**src/rtl/hazard_ctrl.sv**
```systemverilog
// hazard_ctrl: pipeline sequencing controller for the 5-stage RV32 core.
// Generates IF/ID and ID/EX stall/flush controls for load-use bubbles,
// post-redirect flushes and CSR drain serialization, and picks the
// operand forwarding sources for the decode stage.
module hazard_ctrl #(
  parameter int FLUSH_CYCLES = 2,
  parameter int DRAIN_CYCLES = 3,
  parameter int CNT_W        = 32
) (
  input  logic             clk,
  input  logic             reset,
  input  logic [4:0]       id_rs1,
  input  logic [4:0]       id_rs2,
  input  logic             id_use_rs1,
  input  logic             id_use_rs2,
  input  logic             id_csr,
  input  logic [4:0]       ex_rd,
  input  logic             ex_mem_read,
  input  logic             ex_reg_write,
  input  logic [4:0]       mem_rd,
  input  logic             mem_reg_write,
  input  logic [4:0]       wb_rd,
  input  logic             wb_reg_write,
  input  logic             ex_redirect,
  output logic             stall_if,
  output logic             stall_id,
  output logic             flush_id,
  output logic             flush_ex,
  output logic [1:0]       fwd_a,
  output logic [1:0]       fwd_b,
  output logic [1:0]       state,
  output logic [CNT_W-1:0] stall_cnt
);

  typedef enum logic [1:0] {
    RUN       = 2'b00,
    REDIRECT  = 2'b01,
    DRAIN     = 2'b10,
    LOADSTALL = 2'b11
  } state_t;

  // Counter reload values: the triggering cycle itself is the first
  // flush/stall cycle, so the counter covers the remaining ones.
  localparam logic [2:0] FLUSH_LOAD = 3'(FLUSH_CYCLES - 1);
  localparam logic [2:0] DRAIN_LOAD = 3'(DRAIN_CYCLES - 1);

  state_t           r_state;
  state_t           w_nextState;
  logic [2:0]       r_cnt;
  logic [2:0]       w_nextCnt;
  logic             r_csrOk;
  logic             w_nextCsrOk;
  logic [CNT_W-1:0] r_stallCnt;

  logic             w_lu;
  logic             w_csrTrig;
  logic             w_stall;
  logic             w_flush;
  logic [1:0]       w_fwdA;
  logic [1:0]       w_fwdB;

  // Hazard detection: load-use against EX, CSR needs older writers drained
  always_comb begin
    w_lu = ex_mem_read && ex_reg_write && (ex_rd != 5'd0) &&
           ((id_use_rs1 && (id_rs1 == ex_rd)) ||
            (id_use_rs2 && (id_rs2 == ex_rd)));
    w_csrTrig = id_csr && !r_csrOk && !w_lu &&
                (ex_reg_write || mem_reg_write || wb_reg_write);
  end

  // Next-state and stall/flush decode; redirect outranks everything
  always_comb begin
    w_stall     = 1'b0;
    w_flush     = 1'b0;
    w_nextState = r_state;
    w_nextCnt   = r_cnt;
    w_nextCsrOk = r_csrOk;
    if (ex_redirect) begin
      w_flush     = 1'b1;
      w_nextCsrOk = 1'b0;
      if (FLUSH_LOAD == 3'd0) begin
        w_nextState = RUN;
        w_nextCnt   = 3'd0;
      end else begin
        w_nextState = REDIRECT;
        w_nextCnt   = FLUSH_LOAD;
      end
    end else begin
      case (r_state)
        REDIRECT: begin
          w_flush = 1'b1;
          if (r_cnt <= 3'd1) begin
            w_nextState = RUN;
            w_nextCnt   = 3'd0;
          end else begin
            w_nextCnt = r_cnt - 3'd1;
          end
        end
        DRAIN: begin
          w_stall = 1'b1;
          if (r_cnt <= 3'd1) begin
            w_nextState = RUN;
            w_nextCnt   = 3'd0;
            w_nextCsrOk = 1'b1;
          end else begin
            w_nextCnt = r_cnt - 3'd1;
          end
        end
        default: begin
          if (w_lu) begin
            w_stall     = 1'b1;
            w_nextState = LOADSTALL;
          end else if (w_csrTrig) begin
            w_stall = 1'b1;
            if (DRAIN_LOAD == 3'd0) begin
              w_nextState = RUN;
              w_nextCnt   = 3'd0;
              w_nextCsrOk = 1'b1;
            end else begin
              w_nextState = DRAIN;
              w_nextCnt   = DRAIN_LOAD;
            end
          end else begin
            w_nextState = RUN;
            w_nextCsrOk = 1'b0;
          end
        end
      endcase
    end
  end

  // Operand forwarding: MEM beats WB, x0 is never forwarded
  always_comb begin
    w_fwdA = 2'b00;
    w_fwdB = 2'b00;
    if (mem_reg_write && (mem_rd != 5'd0) && (mem_rd == id_rs1)) begin
      w_fwdA = 2'b01;
    end else if (wb_reg_write && (wb_rd != 5'd0) && (wb_rd == id_rs1)) begin
      w_fwdA = 2'b10;
    end
    if (mem_reg_write && (mem_rd != 5'd0) && (mem_rd == id_rs2)) begin
      w_fwdB = 2'b01;
    end else if (wb_reg_write && (wb_rd != 5'd0) && (wb_rd == id_rs2)) begin
      w_fwdB = 2'b10;
    end
  end

  // State, down-counter, CSR permission and stall counter registers
  always_ff @(posedge clk or posedge reset) begin
    if (reset) begin
      r_state    <= RUN;
      r_cnt      <= 3'd0;
      r_csrOk    <= 1'b0;
      r_stallCnt <= '0;
    end else begin
      r_state    <= w_nextState;
      r_cnt      <= w_nextCnt;
      r_csrOk    <= w_nextCsrOk;
      r_stallCnt <= r_stallCnt + {{(CNT_W-1){1'b0}}, w_stall};
    end
  end

  // Outputs are forced quiet while reset is held
  always_comb begin
    stall_if  = !reset && w_stall;
    stall_id  = !reset && w_stall;
    flush_id  = !reset && w_flush;
    flush_ex  = !reset && (w_flush || w_stall);
    fwd_a     = reset ? 2'b00 : w_fwdA;
    fwd_b     = reset ? 2'b00 : w_fwdB;
    state     = reset ? 2'b00 : r_state;
    stall_cnt = r_stallCnt;
  end

endmodule

```
**config.mk**
```make
export PLATFORM = sky130hd
export DESIGN_NAME = hazard_ctrl
export DESIGN_NICKNAME = d
export VERILOG_FILES = /design/src/rtl/hazard_ctrl.sv
export SDC_FILE = /design/constraint.sdc
export NUM_CORES = 1
export LEC_CHECK = 0
export ABC_CLOCK_PERIOD_IN_PS = 2600
export BUFFER_PORTS_ARGS = -buffer_cell sky130_fd_sc_hd__buf_4
export CAP_MARGIN = 15
export CORE_MARGIN = 4
export CORE_UTILIZATION = 40
export DETAILED_ROUTE_END_ITERATION = 8
export GPL_ROUTABILITY_DRIVEN = 0
export GPL_TIMING_DRIVEN = 0
export PLACE_DENSITY = 0.69
export SYNTH_ARGS = -nofsm -noshare
export SYNTH_HDL_FRONTEND = slang
export SYNTH_SLANG_ARGS = --single-unit
```
**constraint.sdc**
```tcl
create_clock -name clk -period 2.6 [get_ports clk]
set_input_delay 0.13 -clock clk [delete_from_list [all_inputs] [get_ports clk]]
set_output_delay 0.13 -clock clk [all_outputs]
set_load 0.05 [all_outputs]
```
==> impl_metrics.toml <==
[placement]
dp_slack_ps = -207
portBuffers = 74
dp_cells = 387
place_area_mm2 = 0.00300
dp.final_hpwl_um = 4440

[synth]
postSynthCellCount = 241
yosys_warnings = 0
netlist-cell-type-count = 44
synth_area_leaders = "dfrtp_1, xnor2_1, xor2_1"
async_reset_ff_share_pct = 100
synth-seq-cells = 38
synth_most_common_cell = "xnor2_1"
synth.avg_cell_area_um2 = 9.76
netlist_area_mm2 = 0.00235
synth_top_area_share_pct = 40.4
synth_edf_count = 0
synth_nets = 281
seq_area_frac_synth_pct = 40.4
synthTopCellsByCount = "xnor2_1, dfrtp_1, xor2_1"
synth_ff_type = "dfrtp_1"
yosysTopAreaCell = "dfrtp_1"

[floorplanning]
fp-row-count = 27
io_pins = 77
fp.coreArea_mm2 = 0.00561
die_x_um = 84.7
start_util_pct = 41.9
dieArea_mm2 = 0.00717
die_h_um = 84.7

[pwr]
cellPowerDensity_mw_per_mm2 = 558
vdd_drop_max_mv = 0.302
seq_power_share_pct = 38.7
power_frac_comb_pct = 27.0
swShare_pct = 32.5
switchingPower_mw = 0.575
pwr-share-clk_pct = 34.3
p_leak_nw = 1.45
intPower_mw = 1.20

[sta]
hold_violations = 0
finClkSkew_ps = 6.04
finalMaxSlewViolations = 0
relSlewSlack_pct = 45.7
worst_pin_slew_ps = 813
period_needed_ps = 2400
rsz0062_at_grt = "false"
setup_ws_ps = 204
max_freq_ghz = 0.417
post-route-period-util_pct = 92.1
setup_viol = 0

[clock_tree]
worstSkewPairLatency_ps = 290
cts-root-buf = "clkbuf_8"
cts_made_buffers = 5
ctsLongestPathBuffers = 2
clk_pin_slew_ps = 80
htreeDepth = 2
cts_tree = "built"
clock-sinks = 38
cts_hold_buffers = 0

[finish]
regArea_um2 = 951
fin_area_mm2 = 0.00317
layoutNonFillerInstCount = 396
antennaDiodeCount = 0
fillers = 530
area_delta_synth_final_pct = 34.8
multi_input_area_mm2 = 0.00135
drive_above_1_share_pct = 30.6
fin_nets = 363

[routing]
ant_nets = 0
route.detailed.drc = 0
vias = 2053
wl_per_cell_um = 14.3
drt-total-wl_um = 5640
first_iter_violations = 89
first_pass_iters = 4
via_per_inst = 5.18

[worst_setup_path]
crit_buf_inv = 2
crit_chain = "inv_1, ha_4, nor2_1, nor2_1, nand2_1, o21ai_1, ha_2, ha_2, and3_4, buf_4, nand4_1, xnor2_1"
crit_start = "r_state[0]"
cp.arrival_ps = 2570
required_ps = 2770
r2r_cells = 12
critPathMaxFanout = 10
end_kind = "flip-flop"
max_stage_delay_ps = 360
critPathLaunchType = "flip-flop"
timing.rr.end = "stall_cnt[26]"
crit_path_top_delay_cell = "dfrtp_1"
critPathTopFamily = "adder cells"
r2r_start = "r_state[0]"
path_class = "flip-flop to flip-flop"
reg2reg_setup_slack_ps = 200

[worst_hold_path]
min_path_type = "primary input to async pin"

[grt]
grt.total_usage_pct = 16.0
overflow = 0
grt_max_degree = 40
grt_pass1_vias = 2069
grt_pass1_wl_um = 9380
antenna_found_initial = 0

[job]
cap_viol_max_count = 0

[status]
status = "finished, final reports clean"
==> power by group through the flow <==
stage	clock, mW	sequential (mW)	combinational, mW
after floorplan	0	0.817	0.178
final	0.607	0.685	0.478
after CTS	0.621	0.684	0.472
after detailed placement	0	0.696	0.471
after global routing	0.639	0.695	0.515
after global placement	0	0.695	0.467
==> worst register-to-register path, stage by stage, from the launching register on <==
cell and delay [ps]:
dfrtp_1 360, inv_1 100, ha_4 300, nor2_1 70
nor2_1 120, nand2_1 80, o21ai_1 130, ha_2 230
ha_2 220, and3_4 210, buf_4 170, nand4_1 130
xnor2_1 160
==> routing by layer <==
metal,global-route usage (%),vias to the layer above,wire length [um]
met3,3.63,4,408
met1,21.1,952,2570
met4,4.32,0,57
met2,26.2,80,2610
met5,0,-,0
li1,-,1017,-
==> state kept, by name, summed over array words and instances, names as in the netlist <==
signal / cells
stall_cnt: 32
r_csrOk: 1
r_cnt: 3
r_state: 2
==> stage by stage <==
stage | power [mW] | TNS (ps) | hold slack (ps) | util (%)
5_1_grt | 1.85 | 0 | 228 | 56.6
4_1_cts | 1.78 | 0 | 197 | 56.0
3_3_place_gp | 1.16 | -1380 | 478 | 53.5
2_1_floorplan | 0.995 | 0 | 333 | -
3_5_place_dp | 1.17 | -1700 | 484 | 53.5
6_report | 1.77 | 0 | 152 | 56.6
==> layout make-up <==
type	count	area share, %
clock buffers	5	2.17
flip-flops and latches	38	30.0
well taps	72	2.84
clock inverters	3	2.17
multi-input cells	187	42.5
plain buffers	9	1.66
inverters	7	0.947
repair buffers	75	17.8
==> kinds of logic after synthesis <==
kind of cell	after synthesis	share of synthesized area, %
xor gates and xnor gates	60	22.3
AOI/OAI and AO/OA	23	7.08
and+or+nand+nor	99	24.3
adders and majority gates	5	2.66
buffers and inverters	16	3.24
DFF	38	40.4
==> worst max path at each step <==
stage	slack [ps]	end	depth (start not counted)
after global routing	40	stall_cnt[24]	12
after floorplan	100	fwd_a[1]	5
after detailed placement	-210	stall_cnt[26]	11
final	200	stall_cnt[26]	12
after CTS	8	stall_cnt[26]	12
after global placement	-180	stall_cnt[26]	11
==> placed cells by master (no fill, tap or decap), types with 2 or more instances in the layout <==
master / count
nor2b_1: 3
nor4_2: 2
o21ai_0: 2
a31oi_1: 2
or3_1: 2
and3_1: 10
or4_1: 4
dfrtp_1: 38
nand4b_1: 2
and4_1: 3
xnor2_1: 40
clkbuf_8: 5
nor2_1: 10
clkbuf_1: 3
xor2_1: 20
nor4_1: 4
buf_2: 3
inv_1: 6
nand2_1: 17
o22ai_1: 3
ha_2: 2
buf_4: 77
ha_1: 2
nand3_1: 17
bufinv_16: 2
nor3_1: 7
o21ai_1: 2
a21oi_1: 2
nand4_1: 11
==> what timing repair did <==
item,CTS,global route
endpoints found under the setup margin,4,19
resized for setup,1,6
pin swaps,0,1
buffers inserted,0,1
Note: power is estimated with default switching activity, not from simulation.
